[src/rtl/dir_seq_pkg.sv]
// Shared types and constants for the timed direction sequencer.
// Holds the channel mode encoding and the prescale derivation.
package dir_seq_pkg;

    typedef enum logic [1:0] {
        MODE_OFF      = 2'b00,
        MODE_TOGGLE   = 2'b01,
        MODE_ONESHOT  = 2'b10,
        MODE_HOLD_REV = 2'b11
    } mode_t;

    function automatic int unsigned calc_prescale(input int unsigned clk_hz,
                                                  input int unsigned tick_hz);
        return clk_hz / tick_hz;
    endfunction

endpackage

[src/rtl/dir_sequencer_if.sv]
// Run-time configuration port of the direction sequencer (valid/ready).
// master drives a request, slave (the sequencer) returns cfg_ready.
interface dir_sequencer_if #(
    parameter int unsigned NCH = 2,
    parameter int unsigned CW  = 10
);
    import dir_seq_pkg::*;

    localparam int unsigned CHW = (NCH > 1) ? $clog2(NCH) : 1;

    logic           cfg_valid;
    logic           cfg_ready;
    logic [CHW-1:0] cfg_ch;
    mode_t          cfg_mode;
    logic [CW-1:0]  cfg_period;

    modport master (
        output cfg_valid, cfg_ch, cfg_mode, cfg_period,
        input  cfg_ready
    );

    modport slave (
        input  cfg_valid, cfg_ch, cfg_mode, cfg_period,
        output cfg_ready
    );

endinterface

[src/rtl/dir_seq_chan.sv]
// One direction channel: counts base ticks and drives a single direction line.
// A config apply always overrides a terminal event landing on the same edge.
module dir_seq_chan
    import dir_seq_pkg::*;
#(
    parameter int unsigned CW = 10
) (
    input  logic          clk_i,
    input  logic          rst_i,
    input  logic          tick_i,
    input  logic          apply_i,
    input  mode_t         mode_i,
    input  logic [CW-1:0] period_i,
    output logic          dir_o,
    output logic          flip_pulse_o,
    output logic          busy_o
);

    mode_t         mode_q;
    logic [CW-1:0] per_q;
    logic [CW-1:0] cnt_q;
    logic [CW-1:0] last;
    logic          dir_q;
    logic          flip_q;
    logic          running;

    // Period 0 behaves as period 1, so the terminal count is 0 in both cases.
    assign last    = (per_q == '0) ? '0 : per_q - CW'(1);
    assign running = (mode_q == MODE_TOGGLE) || (mode_q == MODE_ONESHOT);

    always_ff @(posedge clk_i) begin
        if (rst_i) begin
            mode_q <= MODE_OFF;
            per_q  <= '0;
            cnt_q  <= '0;
            dir_q  <= 1'b1;
            flip_q <= 1'b0;
        end else begin
            flip_q <= 1'b0;
            if (apply_i) begin
                mode_q <= mode_i;
                per_q  <= period_i;
                cnt_q  <= '0;
                unique case (mode_i)
                    MODE_OFF: begin
                        dir_q  <= 1'b1;
                        flip_q <= ~dir_q;
                    end
                    MODE_TOGGLE: begin
                        dir_q <= dir_q;
                    end
                    MODE_ONESHOT, MODE_HOLD_REV: begin
                        dir_q  <= 1'b0;
                        flip_q <= dir_q;
                    end
                endcase
            end else if (tick_i && running) begin
                if (cnt_q == last) begin
                    cnt_q  <= '0;
                    flip_q <= 1'b1;
                    if (mode_q == MODE_ONESHOT) begin
                        dir_q  <= 1'b1;
                        mode_q <= MODE_OFF;
                    end else begin
                        dir_q <= ~dir_q;
                    end
                end else begin
                    cnt_q <= cnt_q + CW'(1);
                end
            end
        end
    end

    assign dir_o        = dir_q;
    assign flip_pulse_o = flip_q;
    assign busy_o       = running;

endmodule

[src/rtl/dir_sequencer.sv]
// Multi-channel timed direction sequencer: shared prescaler, config handshake
// and per-channel decode feeding one dir_seq_chan per direction line.
module dir_sequencer
    import dir_seq_pkg::*;
#(
    parameter int unsigned CLK_HZ  = 50_000_000,
    parameter int unsigned TICK_HZ = 1,
    parameter int unsigned NCH     = 2,
    parameter int unsigned CW      = 10
) (
    input  logic                 clk_i,
    input  logic                 rst_i,
    input  logic                 en_i,
    dir_sequencer_if.slave       cfg,
    output logic [NCH-1:0]       dir_o,
    output logic [NCH-1:0]       flip_pulse_o,
    output logic [NCH-1:0]       busy_o,
    output logic                 tick_o
);

    localparam int unsigned PRESCALE = calc_prescale(CLK_HZ, TICK_HZ);
    localparam int unsigned PW       = $clog2(PRESCALE);
    localparam int unsigned CHW      = (NCH > 1) ? $clog2(NCH) : 1;

    logic [PW-1:0]  presc_q;
    logic           cfg_ready_q;
    logic           accept;
    logic           wrap;
    logic [NCH-1:0] apply;

    assign wrap   = (presc_q == PW'(PRESCALE - 1));
    assign tick_o = en_i && wrap;
    assign accept = cfg.cfg_valid && cfg_ready_q;

    always_ff @(posedge clk_i) begin
        if (rst_i) begin
            presc_q     <= '0;
            cfg_ready_q <= 1'b0;
        end else begin
            if (en_i) begin
                presc_q <= wrap ? '0 : presc_q + PW'(1);
            end
            // Single config register: one bubble after every accept.
            cfg_ready_q <= ~accept;
        end
    end

    assign cfg.cfg_ready = cfg_ready_q;

    for (genvar i = 0; i < NCH; i++) begin : g_chan
        assign apply[i] = accept && (cfg.cfg_ch == CHW'(i));

        dir_seq_chan #(
            .CW (CW)
        ) u_chan (
            .clk_i        (clk_i),
            .rst_i        (rst_i),
            .tick_i       (tick_o),
            .apply_i      (apply[i]),
            .mode_i       (cfg.cfg_mode),
            .period_i     (cfg.cfg_period),
            .dir_o        (dir_o[i]),
            .flip_pulse_o (flip_pulse_o[i]),
            .busy_o       (busy_o[i])
        );
    end

endmodule
[src/flat_wrapper.sv]
// flat-port wrapper written by rule: the top's interface ports become plain ports
module dir_sequencer_flat import dir_seq_pkg::*;
#(
    parameter int unsigned CLK_HZ  = 50_000_000,
    parameter int unsigned TICK_HZ = 1,
    parameter int unsigned NCH     = 2,
    parameter int unsigned CW      = 10
)
  (clk_i, rst_i, en_i, dir_o, flip_pulse_o, busy_o, tick_o, cfg_cfg_valid, cfg_cfg_ch, cfg_cfg_mode, cfg_cfg_period, cfg_cfg_ready);
  dir_sequencer_if #(.NCH(NCH), .CW(CW)) cfg_i ();
  input  logic clk_i;
  input  logic rst_i;
  input  logic en_i;
  output logic [NCH-1:0] dir_o;
  output logic [NCH-1:0] flip_pulse_o;
  output logic [NCH-1:0] busy_o;
  output logic tick_o;
  input wire logic [$bits(cfg_i.cfg_valid)-1:0] cfg_cfg_valid;
  input wire logic [$bits(cfg_i.cfg_ch)-1:0] cfg_cfg_ch;
  input wire logic [$bits(cfg_i.cfg_mode)-1:0] cfg_cfg_mode;
  input wire logic [$bits(cfg_i.cfg_period)-1:0] cfg_cfg_period;
  output wire logic [$bits(cfg_i.cfg_ready)-1:0] cfg_cfg_ready;
  assign cfg_i.cfg_valid = cfg_cfg_valid;
  assign cfg_i.cfg_ch = cfg_cfg_ch;
  assign cfg_i.cfg_mode = cfg_cfg_mode;
  assign cfg_i.cfg_period = cfg_cfg_period;
  assign cfg_cfg_ready = cfg_i.cfg_ready;
  dir_sequencer #(.CLK_HZ(CLK_HZ), .TICK_HZ(TICK_HZ), .NCH(NCH), .CW(CW)) u_core (.clk_i(clk_i), .rst_i(rst_i), .en_i(en_i), .cfg(cfg_i), .dir_o(dir_o), .flip_pulse_o(flip_pulse_o), .busy_o(busy_o), .tick_o(tick_o));
endmodule
[config.mk]
export PLATFORM = sky130hd
export DESIGN_NAME = dir_sequencer_flat
export DESIGN_NICKNAME = d
export VERILOG_FILES = /design/src/rtl/dir_seq_pkg.sv /design/src/rtl/dir_sequencer_if.sv /design/src/rtl/dir_seq_chan.sv /design/src/rtl/dir_sequencer.sv /design/src/flat_wrapper.sv
export SDC_FILE = /design/constraint.sdc
export NUM_CORES = 1
export LEC_CHECK = 0
export CORE_ASPECT_RATIO = 1.5
export CORE_UTILIZATION = 40
export CTS_BUF_LIST = sky130_fd_sc_hd__clkbuf_4 sky130_fd_sc_hd__clkbuf_8
export DETAILED_ROUTE_END_ITERATION = 6
export MAX_ROUTING_LAYER = met4
export PLACE_DENSITY = 0.61
export SLEW_MARGIN = 20
export SYNTH_ARGS = -nofsm -noshare
export SYNTH_HDL_FRONTEND = slang
export SYNTH_SLANG_ARGS = --single-unit
[constraint.sdc]
create_clock -name clk_i -period 5.42 [get_ports clk_i]
set_input_delay 0.542 -clock clk_i [delete_from_list [all_inputs] [get_ports clk_i]]
set_output_delay 0.542 -clock clk_i [all_outputs]
set_load 0.05 [all_outputs]
# Yosys cells after proc, flatten, opt, wreduce, memory -nomap -nowiden
# Cells that the tools add are included.
[word_totals] output_inout_bits=8 in_bits=17 reg_bits=75 wordCells=87
[classes] n_eq_ne=12 n_bitwise=4 mux=30 add_sub_neg=5 reduce_logical=24
[ops] op="$mux 10" count=4
[ops] op="$add 26x1->26 const B" count=1
[ops] op="$eq 26x26->1 const B" count=1
[ops] op="$mux 26" count=1
[ops] op="$add 10x1->10 const B" count=2
[ops] op="$eq 10x10->1" count=2
[ops] op="$logic_not 10->1" count=2
[ops] op="$sub 10x1->10 const B" count=2
[ops] op="$mux 2" count=8
[ops] op="$mux 1" count=14
[ops] op="$reduce_and 3->1" count=4
[ops] op="$reduce_bool 2->1" count=6
[ops] op="$eq 2x2->1 const B" count=4
[ops] op="$eq 2x1->1 const B" count=3
[ops] op="$logic_and 1x1->1" count=6
[ops] op="$pmux 1 s2" count=3
[ops] op="$reduce_or 2->1" count=3
[ops] op="$ne 2x2->1 const B" count=2
[ops] op="$not 1->1" count=4
[ops] op="$logic_not 2->1" count=1
[ops] op="$logic_or 1x1->1" count=2

# Longest topological paths before layout
[depth] ltp_word=6 mapped_depth=9 mapped_depth_nobuf=9

# Hierarchy
# From an unflattened synthesis, not the netlist that was laid out.
[unflattened] hier_cells=514 hier_area_um2=4351.7
[modules_own_cells] mod="dir_seq_chan (u_core.g_chan[0].u_chan)" cells_each=177 area_per_inst_um2=1502.7 instances=1 seq_area_each_um2=480.5
[modules_own_cells] mod="dir_seq_chan (u_core.g_chan[1].u_chan)" cells_each=178 area_per_inst_um2=1486.4 instances=1 seq_area_each_um2=480.5
[modules_own_cells] mod="dir_sequencer" cells_each=159 area_per_inst_um2=1362.6 instances=1 seq_area_each_um2=540.5

# Least setup slack after synthesis
# OpenSTA, ideal clock, no wires.
[synth_path] path_type="input-to-reg" from="input en_i" to="register u_core.presc_q[10]" path_slack_ps=2424 cell_stages=8 t_arrival_ps=2869 required_time_ps=5292 setup_ps=128 path_buffers=3 cell_sequence="and3_1 -> clkbuf_1 -> nand2_1 -> nor3_1 -> or2_2 -> clkbuf_1 -> clkbuf_1 -> nor2_1"
[synth_lines] item="start, declared" line_no="flat_wrapper.sv:13" source="input logic en_i;"
[synth_lines] item="end signal, assigned" line_no="dir_sequencer.sv:41" source="presc_q <= wrap ? '0 : presc_q + PW'(1);"
[synth_lines] item="end, declared" line_no="dir_sequencer.sv:25" source="logic [PW-1:0] presc_q;"

# Final worst setup path
[layout_path] from="input en_i" to="output tick_o"
[layout_via] elab_chain_cells=1
[layout_rtl] item="$logic_and 1x1->1" line_no="dir_sequencer.sv:32" source="assign tick_o = en_i && wrap;"
[layout_rtl] item="end, declared" line_no="flat_wrapper.sv:17" source="output logic tick_o;"
# Every way passes these cells.

==> flow_metrics.env <==
export IMPL_async_reset_ff_share_pct=0
export IMPL_dieArea_mm2=0.0106
export IMPL_track_usage_pct=19.8
export IMPL_power_sequential_fraction_pct=47.2
export IMPL_post_place_instance_area_mm2=0.00438
export IMPL_grt_max_degree=33
export IMPL_post_route_cell_area_mm2=0.00461
export IMPL_violations_in_the_final_reports="design-rule violations"
export IMPL_via_count_of_the_first_global_routing_pass=3412
export IMPL_synth_sequential_area_ratio_pct=36.8
export IMPL_total_leakage_power_nw=1.67
export IMPL_clk_root_buffer_cell="clkbuf_8"
export IMPL_cap_violations=0
export IMPL_ctsLongestPathBuffers=2
export IMPL_post_synth_fa_ha_maj_area_fraction_pct=2.15
export IMPL_dieWidth_um=84.5
export IMPL_critical_path_capture_point_type="primary output"
export IMPL_initial_core_util_pct=41.6
export IMPL_route_detailed_drc=2
export IMPL_crit_fanout=7
export IMPL_synth_compound_area_share_pct=13.8
export IMPL_antenna_violating_nets_post_route=0
export IMPL_power_switching_share_pct=24.9
export IMPL_timing_worst_slew_pin_value_ns=1.01
export IMPL_syn_instance_count=509
export IMPL_wire_length_of_the_first_global_routing_pass_um=16200
export IMPL_share_of_total_power_in_the_clock_network_pct=40.7
export IMPL_antenna_violations_before_repair=0
export IMPL_skew_ns=0.00761
export IMPL_detailroute_via_count=3601
export IMPL_numClockSinks=75
export IMPL_synthesis_area_mm2=0.00408
export IMPL_core_area_mm2=0.00980
export IMPL_startpoint_type="input port"
export IMPL_routed_wire_length_per_instance_um=15.0
export IMPL_synth_flop_cell="dfxtp_1"
export IMPL_cp_arrival_ns=2.74
export IMPL_post_cts_resized=0
export IMPL_synth_top_family_by_area="simple AND/OR/NAND/NOR gates"
export IMPL_final_max_slew_violation_count=0
export IMPL_p_int_uw=908
export IMPL_tns_ns=0
export IMPL_htree_levels=3
export IMPL_cts_buffers=9
export IMPL_diode_insertion_count_for_antenna_repair=0
export IMPL_post_synth_top_count_cell="dfxtp_1"
export IMPL_die_height_um=126
export IMPL_max_freq_mhz=305
export IMPL_vdd_ir_drop_worst_v=0.000214
export IMPL_finish_utilization_pct=47.0
export IMPL_timing_worst_setup_path_type="in -> out"
export IMPL_path_clk_slew_ns=0.08
export IMPL_synth_edf_count=0
export IMPL_grt_remaining_overflow=0
export IMPL_synth_commonest_cells="dfxtp_1, nor2_1, nand2_1"
export IMPL_number_of_setup_buffers_added_after_cts=0
export IMPL_proportion_of_synthesized_area_in_mux_cells_pct=1.50
export IMPL_grt_setup_unrepaired="false"
export IMPL_post_synth_num_cell_types=60
export IMPL_flow_area_growth_from_synthesis_pct=13.0
export IMPL_fill_cells=989
export IMPL_yosys_area_share_simple_pct=31.1
export IMPL_num_nets_final=549
export IMPL_clkLatencyLatePin_ns=0.35
export IMPL_numPlacedInstances=629
export IMPL_synthTopCellsByArea="dfxtp_1, nor2_1, nand2_1"
export IMPL_holdBufCountCts=0
export IMPL_io_pins=25
export IMPL_run_status="finished, violations left"
export IMPL_postSynthRegisterBits=75
export IMPL_cts_tree="yes"
export IMPL_power_frac_comb_pct=12.1
export IMPL_fin_crit_ns=3.28
export IMPL_setup_viol=0
export IMPL_cp_data_required_time_ns=4.88
export IMPL_finalNonFillerCells=645
export IMPL_power_density_mw_per_mm2=262
export IMPL_min_period_over_period_pct=60.5
export IMPL_viasPerCell=5.58
export IMPL_detail_route_iter0_violations=164
export IMPL_post_synth_top_area_cell="dfxtp_1"
export IMPL_floorplan_rows=44
export IMPL_dr_pass1_iters=7
export IMPL_sw_power_uw=302
export IMPL_post_synthesis_mean_instance_area_um2=8.01
export IMPL_syn_num_nets=533
export IMPL_min_delay_path_class="reg -> reg"
export IMPL_final_layout_size_suffix_gt1_share_pct=6.04
export IMPL_synth_top_area_share_pct=36.8
export IMPL_yosys_warnings=0
export IMPL_finalHoldViolCount=0
export IMPL_hpwlAfterDp_um=7260
export IMPL_gp_congestion=0.850
export IMPL_synth_xor_area_share_pct=10.5
export IMPL_slew_limit_headroom_pct=32.4
export IMPL_detailed_route_wl_um=9690
export IMPL_number_of_port_buffers=24
[metrics by stage]
step | worst slack (ns) | total power, mW | hold slack (ns)
finish | 2.14 | 1.21 | 0.465
global route | 1.96 | 1.26 | 0.502
CTS | 2.16 | 1.22 | 0.465
detailed placement | 1.93 | 0.728 | 0.452
global placement | 2.01 | 0.727 | 0.444
floorplan | 2.42 | 0.684 | 0.433
[flip-flops by register name, indices dropped and copies added (netlist names)]
name	count
u_core.presc_q	26
u_core.g_chan.u_chan.mode_q	4
u_core.g_chan.u_chan.cnt_q	20
u_core.g_chan.u_chan.dir_o	2
u_core.g_chan.u_chan.per_q	20
u_core.g_chan.u_chan.flip_pulse_o	2
u_core.cfg.cfg_ready	1
[layout by cell type (no fill, tap or decap), types with 4 or more instances in the layout]
cell	synthesis	layout
dfxtp_1	75	75
nor2_1	65	65
nand2_1	63	63
a21oi_1	37	37
xor2_1	26	26
clkdlybuf4s50_1	0	24
xnor2_1	23	23
inv_1	17	17
nand4_1	17	17
nor3_1	16	16
and3_1	14	14
nand3_1	13	13
o21ai_0	11	11
clkbuf_8	0	11
o22ai_1	9	9
and4_1	8	8
or3_1	8	8
ha_1	7	7
nor4_1	6	6
a211oi_1	5	5
nor2b_1	5	5
mux2i_1	5	5
nand2b_1	5	5
or2_2	4	4
or4_1	4	4
[path summary, 6_finish.rpt]
| path | slack [ns] | start | end | cells after the start |
|---|---|---|---|---|
| worst max register to register | 2.30 | u_core.g_chan[1].u_chan.per_q[0]$_SDFFE_PP0P_ | u_core.g_chan[1].u_chan.mode_q[1]$_SDFFE_PP0P_ | 9 |
| worst min register to register | 0.46 | u_core.g_chan[0].u_chan.mode_q[1]$_SDFFE_PP0P_ | u_core.g_chan[0].u_chan.mode_q[1]$_SDFFE_PP0P_ | 2 |
| worst max-delay path | 2.14 | en_i | tick_o | 5 |
| worst min-delay path | 0.46 | u_core.g_chan[0].u_chan.mode_q[1]$_SDFFE_PP0P_ | u_core.g_chan[0].u_chan.mode_q[1]$_SDFFE_PP0P_ | 2 |
[worst max-delay path, cell delays in order]
cell	delay, ns
clkdlybuf4s50_1	0.57
and3_1	0.34
nand2_1	0.12
nor3_1	0.31
clkdlybuf4s50_1	0.87
[cell type report]
type / instances / area [µm²] / area share [%]
Multi-Input combinational cell: 396 / 2410 / 52.3
Clock inverter: 4 / 72.6 / 1.57
Clock buffer: 12 / 159 / 3.45
Inverter: 17 / 63.8 / 1.38
Tap cell: 115 / 144 / 3.12
Sequential cell: 75 / 1500 / 32.6
Timing Repair Buffer: 26 / 255 / 5.54
[power groups by stage]
| stage | clock network (mW) | logic, mW | registers (mW) |
|---|---|---|---|
| after floorplan | 0 | 0.103 | 0.581 |
| after detailed placement | 0 | 0.145 | 0.584 |
| final | 0.492 | 0.146 | 0.571 |
| after global routing | 0.531 | 0.160 | 0.573 |
| after CTS | 0.507 | 0.146 | 0.571 |
| after global placement | 0 | 0.144 | 0.583 |
[cell families after synthesis]
family,count (synthesis)
fa+ha+maj,7
compound gates,89
buf+inv,38
xor+xnor,49
flops,75
mux,6
simple gates,245
[layer usage]
layer,wire length [µm],global-route usage [%],part of all wire [%]
met2,4960,34.8,51
met5,0,-,0
met4,295,9.27,3.0
met3,334,4.00,3.4
met1,4100,21.3,42
Power figures use the tool's default switching activity.
